<file path="src/rtl/ili9341_spi_sink.sv">
// ILI9341 4-wire SPI receiver / panel model.
// Oversamples the SPI pins, assembles bytes, decodes the command stream and
// emits one RGB565 pixel strobe with its (x, y) coordinate per written pixel.
module ili9341_spi_sink #(
   parameter int SYNC_STAGES = 2,
   parameter int DEF_EC      = 239,
   parameter int DEF_EP      = 319
) (
   input  logic        clk,
   input  logic        rst,
   input  logic        spi_sclk,
   input  logic        spi_mosi,
   input  logic        spi_cs_n,
   input  logic        spi_dc,
   output logic        byte_valid,
   output logic [7:0]  byte_data,
   output logic        byte_is_data,
   output logic        px_valid,
   output logic [8:0]  px_x,
   output logic [8:0]  px_y,
   output logic [15:0] px_color,
   output logic        sleep_out,
   output logic        disp_on,
   output logic        proto_err
);

   typedef enum logic [1:0] {S_IDLE, S_CASET_P, S_PASET_P, S_RAMWR_D} state_t;

   localparam logic [8:0] L_DEF_EC = 9'(DEF_EC);
   localparam logic [8:0] L_DEF_EP = 9'(DEF_EP);

   // front end
   logic [SYNC_STAGES-1:0] r_sclk_sync, r_mosi_sync, r_cs_sync, r_dc_sync;
   logic       r_sclk_d, r_sclk_d2, r_mosi_d, r_cs_d, r_dc_d;
   logic       w_rise;
   logic [2:0] r_bitcnt;
   logic [6:0] r_shift;
   logic       r_byte_valid, r_byte_is_data;
   logic [7:0] r_byte_data;

   // decoder
   state_t     r_state, w_state_nxt;
   logic       w_cmd, w_dat, w_known, w_in_win, w_param, w_err;
   logic       w_px_hi, w_px_fire, w_y_adv;
   logic [8:0] w_word, w_x_nxt, w_y_nxt;
   logic [2:0] r_pcnt;
   logic       r_p_hi, r_phase, r_swallow;
   logic [8:0] r_p_start, r_sc, r_ec, r_sp, r_ep, r_x, r_y;
   logic [7:0] r_color_hi;
   logic       r_px_valid, r_sleep, r_disp, r_proto_err;
   logic [8:0] r_px_x, r_px_y;
   logic [15:0] r_px_color;

   // Pin synchronizers plus one extra aligned stage used for edge detection.
   always_ff @(posedge clk) begin
      if (rst) begin
         r_sclk_sync <= '0;
         r_mosi_sync <= '0;
         r_cs_sync   <= '1;
         r_dc_sync   <= '0;
         r_sclk_d    <= 1'b0;
         r_sclk_d2   <= 1'b0;
         r_mosi_d    <= 1'b0;
         r_cs_d      <= 1'b1;
         r_dc_d      <= 1'b0;
      end else begin
         r_sclk_sync <= {r_sclk_sync[SYNC_STAGES-2:0], spi_sclk};
         r_mosi_sync <= {r_mosi_sync[SYNC_STAGES-2:0], spi_mosi};
         r_cs_sync   <= {r_cs_sync[SYNC_STAGES-2:0], spi_cs_n};
         r_dc_sync   <= {r_dc_sync[SYNC_STAGES-2:0], spi_dc};
         r_sclk_d    <= r_sclk_sync[SYNC_STAGES-1];
         r_sclk_d2   <= r_sclk_d;
         r_mosi_d    <= r_mosi_sync[SYNC_STAGES-1];
         r_cs_d      <= r_cs_sync[SYNC_STAGES-1];
         r_dc_d      <= r_dc_sync[SYNC_STAGES-1];
      end
   end

   assign w_rise = r_sclk_d & ~r_sclk_d2;

   // Shift in MSB-first bits; CS high discards any partial byte.
   always_ff @(posedge clk) begin
      if (rst) begin
         r_bitcnt       <= 3'd0;
         r_shift        <= 7'd0;
         r_byte_valid   <= 1'b0;
         r_byte_data    <= 8'd0;
         r_byte_is_data <= 1'b0;
      end else begin
         r_byte_valid <= 1'b0;
         if (r_cs_d) begin
            r_bitcnt <= 3'd0;
         end else if (w_rise) begin
            r_shift  <= {r_shift[5:0], r_mosi_d};
            r_bitcnt <= r_bitcnt + 3'd1;
            if (r_bitcnt == 3'd7) begin
               r_byte_valid   <= 1'b1;
               r_byte_data    <= {r_shift, r_mosi_d};
               r_byte_is_data <= r_dc_d;
            end
         end
      end
   end

   assign w_cmd  = r_byte_valid & ~r_byte_is_data;
   assign w_dat  = r_byte_valid & r_byte_is_data;
   assign w_word = {r_p_hi, r_byte_data};

   // Decoder state register.
   always_ff @(posedge clk) begin
      if (rst) begin
         r_state <= S_IDLE;
      end else begin
         r_state <= w_state_nxt;
      end
   end

   // Next state: every command byte re-dispatches, data bytes never move the FSM.
   always_comb begin
      w_state_nxt = r_state;
      if (w_cmd) begin
         case (r_byte_data)
            8'h2A:   w_state_nxt = S_CASET_P;
            8'h2B:   w_state_nxt = S_PASET_P;
            8'h2C:   w_state_nxt = S_RAMWR_D;
            default: w_state_nxt = S_IDLE;
         endcase
      end else begin
         w_state_nxt = r_state;
      end
   end

   // Decode strobes for the datapath and next pixel coordinate.
   always_comb begin
      w_known = 1'b0;
      case (r_byte_data)
         8'h01, 8'h10, 8'h11, 8'h28, 8'h29, 8'h2A, 8'h2B, 8'h2C: w_known = 1'b1;
         default: w_known = 1'b0;
      endcase
      w_in_win  = (r_state == S_CASET_P) || (r_state == S_PASET_P);
      w_param   = w_dat & w_in_win & (r_pcnt != 3'd4);
      w_err     = w_dat & (((r_state == S_IDLE) & ~r_swallow) |
                           (w_in_win & (r_pcnt == 3'd4)));
      w_px_hi   = w_dat & (r_state == S_RAMWR_D) & ~r_phase;
      w_px_fire = w_dat & (r_state == S_RAMWR_D) & r_phase;
      // Wrap only on equality, so a reversed window runs mod 512.
      if (r_x == r_ec) begin
         w_x_nxt = r_sc;
         w_y_adv = 1'b1;
      end else begin
         w_x_nxt = r_x + 9'd1;
         w_y_adv = 1'b0;
      end
      if (w_y_adv) begin
         if (r_y == r_ep) begin
            w_y_nxt = r_sp;
         end else begin
            w_y_nxt = r_y + 9'd1;
         end
      end else begin
         w_y_nxt = r_y;
      end
   end

   // Window registers, side effects, pixel assembly and registered outputs.
   always_ff @(posedge clk) begin
      if (rst) begin
         r_pcnt      <= 3'd0;
         r_p_hi      <= 1'b0;
         r_p_start   <= 9'd0;
         r_phase     <= 1'b0;
         r_swallow   <= 1'b0;
         r_sc        <= 9'd0;
         r_ec        <= L_DEF_EC;
         r_sp        <= 9'd0;
         r_ep        <= L_DEF_EP;
         r_x         <= 9'd0;
         r_y         <= 9'd0;
         r_color_hi  <= 8'd0;
         r_px_valid  <= 1'b0;
         r_px_x      <= 9'd0;
         r_px_y      <= 9'd0;
         r_px_color  <= 16'd0;
         r_sleep     <= 1'b0;
         r_disp      <= 1'b0;
         r_proto_err <= 1'b0;
      end else begin
         r_px_valid <= 1'b0;
         if (w_cmd) begin
            r_pcnt    <= 3'd0;
            r_phase   <= 1'b0;
            r_swallow <= ~w_known;
            case (r_byte_data)
               8'h01: begin
                  r_sc    <= 9'd0;
                  r_ec    <= L_DEF_EC;
                  r_sp    <= 9'd0;
                  r_ep    <= L_DEF_EP;
                  r_sleep <= 1'b0;
                  r_disp  <= 1'b0;
               end
               8'h11:   r_sleep <= 1'b1;
               8'h10:   r_sleep <= 1'b0;
               8'h29:   r_disp  <= 1'b1;
               8'h28:   r_disp  <= 1'b0;
               8'h2C: begin
                  r_x <= r_sc;
                  r_y <= r_sp;
               end
               default: begin
               end
            endcase
         end
         if (w_param) begin
            r_pcnt <= r_pcnt + 3'd1;
            case (r_pcnt)
               3'd0: r_p_hi    <= r_byte_data[0];
               3'd1: r_p_start <= w_word;
               3'd2: r_p_hi    <= r_byte_data[0];
               3'd3: begin
                  if (r_state == S_CASET_P) begin
                     r_sc <= r_p_start;
                     r_ec <= w_word;
                  end else begin
                     r_sp <= r_p_start;
                     r_ep <= w_word;
                  end
               end
               default: begin
               end
            endcase
         end
         if (w_err) begin
            r_proto_err <= 1'b1;
         end
         if (w_px_hi) begin
            r_color_hi <= r_byte_data;
            r_phase    <= 1'b1;
         end
         if (w_px_fire) begin
            r_px_valid <= 1'b1;
            r_px_x     <= r_x;
            r_px_y     <= r_y;
            r_px_color <= {r_color_hi, r_byte_data};
            r_x        <= w_x_nxt;
            r_y        <= w_y_nxt;
            r_phase    <= 1'b0;
         end
      end
   end

   assign byte_valid   = r_byte_valid;
   assign byte_data    = r_byte_data;
   assign byte_is_data = r_byte_is_data;
   assign px_valid     = r_px_valid;
   assign px_x         = r_px_x;
   assign px_y         = r_px_y;
   assign px_color     = r_px_color;
   assign sleep_out    = r_sleep;
   assign disp_on      = r_disp;
   assign proto_err    = r_proto_err;

endmodule

</file>
<file path="config.mk">
export PLATFORM = sky130hd
export DESIGN_NAME = ili9341_spi_sink
export DESIGN_NICKNAME = d
export VERILOG_FILES = /design/src/rtl/ili9341_spi_sink.sv
export SDC_FILE = /design/constraint.sdc
export NUM_CORES = 1
export LEC_CHECK = 0
export ABC_CLOCK_PERIOD_IN_PS = 2500
export BUFFER_PORTS_ARGS = -buffer_cell sky130_fd_sc_hd__buf_2
export CORE_ASPECT_RATIO = 0.8
export CORE_MARGIN = 5
export CORE_UTILIZATION = 59
export DETAILED_ROUTE_END_ITERATION = 8
export GPL_TIMING_DRIVEN = 0
export PLACE_DENSITY = 0.79
export SKIP_LAST_GASP = 1
export SLEW_MARGIN = 10
export SYNTH_ARGS = -nofsm -noshare
export SYNTH_HDL_FRONTEND = slang
export SYNTH_SLANG_ARGS = --single-unit
</file>
<file path="constraint.sdc">
create_clock -name clk -period 2.5 [get_ports clk]
set_clock_uncertainty 0.05 [all_clocks]
set_input_delay 0.25 -clock clk [delete_from_list [all_inputs] [get_ports clk]]
set_output_delay 0.25 -clock clk [all_outputs]
set_load 0.05 [all_outputs]
</file>
; Yosys cells after proc, flatten, opt, wreduce, memory -nomap -nowiden
; Index checks and enable logic that the tools add are counted.
[word_totals]
register_bits = 150
in_bits = 6
out_inout_bits = 48
elab_cells = 141
[classes]
add_sub_neg = 4
n_eq_ne = 20
n_mux = 40
bitwise_logic = 19
n_reduce_logical = 24
[op_table]
columns = op, n
row1 = $mux W9, 29
row2 = $eq A8 B6 Y1 const B, 5
row3 = $add A9 B1 Y9 const B, 2
row4 = $eq A9 B9 Y1, 2
row5 = $eq A8 B5 Y1 const B, 2
row6 = $reduce_and A2 Y1, 6
row7 = $reduce_bool A2 Y1, 6
row8 = $and A1 B1 Y1, 11
row9 = $reduce_or A2 Y1, 5
row10 = $eq A8 B1 Y1 const B, 1
row11 = $reduce_or A8 Y1, 1
row12 = $not A1 Y1, 7
row13 = $add A3 B1 Y3 const B, 2
row14 = $eq A3 B2 Y1 const B, 2
row15 = $eq A3 B3 Y1 const B, 2
row16 = $mux W1, 6
row17 = $mux W3, 2
row18 = $pmux W2 S3, 1
row19 = $reduce_and A3 Y1, 2
row20 = $eq A2 B2 Y1 const B, 2
row21 = $pmux W1 S2, 2
row22 = $eq A3 B1 Y1 const B, 1
row23 = $logic_not A3 Y1, 1
row24 = $ne A3 B3 Y1 const B, 1
row25 = other kinds (6), 6

; Logic depth before layout (Yosys ltp)
[depth]
word_depth = 6
mapped_depth = 9
mapped_depth_nobuf = 7

; Worst setup path before layout
; OpenSTA, ideal clock, no wires.
[synth_path]
path_kind = reg-to-reg
startpoint = register r_byte_data[3], in the netlist byte_data[3]
endpoint = register r_y[2]
setup_ns = 0.137
arrival_ns = 2.350
required_time_ns = 2.313
slack_ns = -0.037
path_stages_with_launch = 8
path_buffers = 2
period_less_slack_ns = 2.537
path_cell_list = dfxtp_1 -> buf_2 -> or4b_4 -> or2_4 -> or3_1 -> buf_6 -> a32oi_1 -> o22ai_1
[synth_via]
elab_chain_cells = 3
[synth_lines]
columns = element, line_no
row1 = start: declaration, 39  ; logic [7:0] r_byte_data;
row2 = start signal: assignment, 98  ; r_byte_data <= {r_shift, r_mosi_d};
row3 = $eq A8 B6 Y1, 193  ; case (r_byte_data)
row4 = $reduce_bool A2 Y1 (no line), -
row5 = $reduce_and A3 Y1 (no line), -
row6 = end signal: assignment, 208  ; r_y <= r_sp;
row7 = end signal: assignment, 246  ; r_y <= w_y_nxt;
row8 = end: declaration, 48  ; logic [8:0] r_p_start, r_sc, r_ec, r_sp, r_ep, r_x, r_y;
; No other way between the ends.
; A chain may end at the register's enable or synchronous reset.

; Worst setup path in the final report
[layout_path]
startpoint = register r_byte_data[6], in the netlist byte_data[6]
endpoint = register r_y[7]
; The elaborated chain is that of the path after synthesis.

==> impl_results.md <==
- Critical path class: flop to flop
- Cell count after synthesis: 744
- Vias in the first global route: 5374
- RSZ-0062 raised after global routing: no
- HPWL after DPL: 12.3 mm
- Core Area: 10300 um^2
- Die width: 125 um
- Critical Path Slowest Stage Cell: or4b_4
- Hold Path Class: input port to flop
- DRC Markers: 0
- Syn avg cell area: 8.41 um^2
- CP peak stage delay: 0.58 ns
- Global-route wire length before repair: 28.3 mm
- Overall global routing resource usage: 0.280
- Tcrit/Tclk final: 0.970
- Dpl cells: 936
- CTS tree: done
- Hold Crit Depth: 2
- Cell family with most CP delay: simple AND/OR/NAND/NOR gates
- Leak: 0.00272 uW
- Met3 GRT Util: 0.0778
- Final Wtd Congestion: 0.926
- GRT overflow: 0
- Post-route minimum period: 2.43 ns
- Clk root buf: clkbuf_16
- Setup violators final: 0
- Critical path endpoint category: flop
- Final Max Slew Viols: 0
- Setup WS pre-CTS: -0.111 ns
- Post-Syn Nets: 762
- Least-Margin Pin Slew: 0.753 ns
- Ys flop type: dfxtp_1
- Port Buf Inserts: 52
- Vias: 5757
- Number of inserted diodes: 0
- Critical Path RT: 2.73 ns
- Status: finished clean
- CTS Sinks: 150
- # rows: 33
- Met1 usage: 0.377
- Slew HR: 0.498
- Startpoint types: flop
- Ys Warns: 0
- Total wire length: 17.6 mm
- Async S/R FF share, synth: 0
- Fin util: 0.713
- Seq cells post-synth: 150
- NumNets Final: 839
- Max IR drop VDD: 0.000518 V
- Final setup margin: 0.0748 ns
- CP max FO: 8
- Post-synth EDFFs: 0
- Layer with the highest usage: met2
- Die Span Y: 102 um
- Critical Path, Cell by Cell: buf_2 > or4b_4 > or2_4 > or3_1 > buf_6 > a32oi_1 > o22ai_1
- Sequential share of the synthesized area: 0.480
- Starting density of the core: 0.606
- WL/cell: 18.1 um
- Synth unique cells: 55
- P&R area growth vs syn: 17.8%
- Max_cap viols: 0
- Fmax: 412 MHz
- Die area: 12800 um^2
- DR vias/cell: 5.92
- Share of layout cells above drive strength 1: 0.131
- Boundary Pins: 54
- DRT Pass-1 Iters: 5
- Cell area after synthesis: 6250 um^2
- Reg2reg path depth: 7
- Crit path DAT: 2.65 ns
- Number of nets with antenna violations after routing: 0
- Worst skew pair latency: 0.42 ns
- Final Non-Filler Cells: 972
- Final Hold Fails: 0
- First DRT Iteration DRCs: 688
- Initial antenna violation count: 0
- Met2 Use GR: 0.443
- Final Power: 5060 uW
- CP bufs+invs: 2
- TritonCTS Buffers: 17
- Clk slew on worst S/H paths: 0.06 ns
- H-Tree Depth: 4
- CTS Buffer Depth: 2
- WP depth: 7
- Power density cells: 687 nW/um^2
- Largest net degree at the start of global routing: 17
==> registers in the layout (all words and copies together) (netlist names), 2 cells and up <==
register	count
r_y	9
r_ec	9
r_x	9
px_x	9
r_ep	9
r_mosi_sync	2
px_y	9
r_p_start	9
byte_data	8
r_sc	9
px_color	16
r_color_hi	8
r_sclk_sync	2
r_sp	9
r_shift	7
r_state	2
r_dc_sync	2
r_cs_sync	2
r_pcnt	3
r_bitcnt	3
==> cells by family after synthesis <==
group | Yosys count | synth area share
buffers and inverters | 73 | 0.0468
xor gates and xnor gates | 23 | 0.0322
adders and majority gates | 12 | 0.0240
AOI/OAI and AO/OA | 165 | 0.163
muxes | 18 | 0.0288
DFF | 150 | 0.480
and+or+nand+nor | 303 | 0.225
==> area by class of cell <==
type / count / area, um^2
flip-flops and latches: 150 / 3000
multi-input cells: 521 / 2980
fillers: 836 / 2960
clock buffers: 20 / 457
repair buffers: 59 / 320
plain buffers: 52 / 219
well taps: 140 / 175
clock inverters: 10 / 130
inverters: 20 / 75.1
==> power by group <==
part | switching (uW) | internal [uW] | total (uW)
clock network | 980 | 1600 | 2580
logic | 56.7 | 19.9 | 76.6
registers | 2.53 | 2400 | 2400
==> layout by cell type (no fill, tap or decap), types with 3 or more instances in the layout <==
cell           count
ha_1              12
a32oi_1            9
and4_1             3
clkbuf_16         17
nor2_1            57
nor3_1             8
nand2_1          148
a21oi_1           77
and3_1             3
clkbuf_2           5
or3_1              3
inv_1             19
dfxtp_1          149
buf_4              4
nor2b_1           16
a31oi_1            8
buf_1              5
o221ai_1           3
bufinv_16          3
or2_2              5
nand3_1           24
buf_2             54
dlygate4sd3_1      3
clkbuf_1          39
o2bb2ai_1          3
clkinv_2           5
nor4_1             7
nand4_1            8
xor2_1            21
mux2i_1           18
a22oi_1           23
o21ai_0            6
and2_1             4
o22ai_1           22
==> synthesized netlist by cell type (3+ instances only) <==
library cell | instances | area (um^2)
a31oi_1 | 8 | 50.1
nand3_1 | 25 | 125
dfxtp_1 | 150 | 3000
a21oi_1 | 77 | 385
mux2i_1 | 18 | 180
buf_2 | 3 | 15.0
nor2_1 | 57 | 214
ha_1 | 12 | 150
a32oi_1 | 9 | 78.8
and4_1 | 3 | 26.3
o221ai_1 | 3 | 26.3
a22oi_1 | 23 | 173
nor3_1 | 8 | 40.0
nor2b_1 | 16 | 100
or3_1 | 3 | 18.8
o2bb2ai_1 | 3 | 26.3
and2_1 | 4 | 25.0
xor2_1 | 21 | 184
nor4_1 | 7 | 43.8
or2_2 | 5 | 31.3
o21ai_0 | 6 | 30.0
nand2_1 | 148 | 556
o22ai_1 | 22 | 138
clkbuf_1 | 42 | 158
buf_1 | 6 | 22.5
inv_1 | 19 | 71.3
and3_1 | 3 | 18.8
nand4_1 | 8 | 50.1
==> routing by layer <==
layer / wire (um) / up-vias / share of wire
met5: 0 / - / 0
met2: 7830 / 254 / 0.44
li1: - / 2744 / -
met1: 7780 / 2727 / 0.44
met3: 1690 / 32 / 0.096
met4: 335 / 0 / 0.019
==> final timing paths <==
check | slack, ns | endpoint | start
worst max-delay path | 0.07 | r_y[7] | byte_data[6]
worst min-delay path | 0.02 | r_sclk_sync[0] | spi_sclk
worst max register to register | 0.07 | r_y[7] | byte_data[6]
worst min register to register | 0.36 | r_cs_sync[1] | r_cs_sync[0]
==> stage by stage <==
step	area, um^2	TNS, ns	hold WS [ns]
after global routing	7360	0	0.0293
after floorplan	6250	0	0.304
final	7360	0	0.0197
after global placement	6690	-0.756	0.342
after CTS	7310	0	0.0174
after detailed placement	6690	-0.701	0.352
==> timing repair <==
action / CTS / global route
endpoints found under the hold margin: 3 / 0
setup endpoints to repair: 16 / 23
gates resized for setup: 2 / 10
pin swaps: 0 / 1
setup buffers: 0 / 4
hold buffers: 3 / 0
==> worst register-to-register path, cell delays in order, from the launching register on <==
cell	delay [ns]
dfxtp_1	0.30
buf_2	0.19
or4b_4	0.58
or2_4	0.27
or3_1	0.42
buf_6	0.17
a32oi_1	0.21
o22ai_1	0.10
Note: power is estimated with default switching activity, not from simulation.
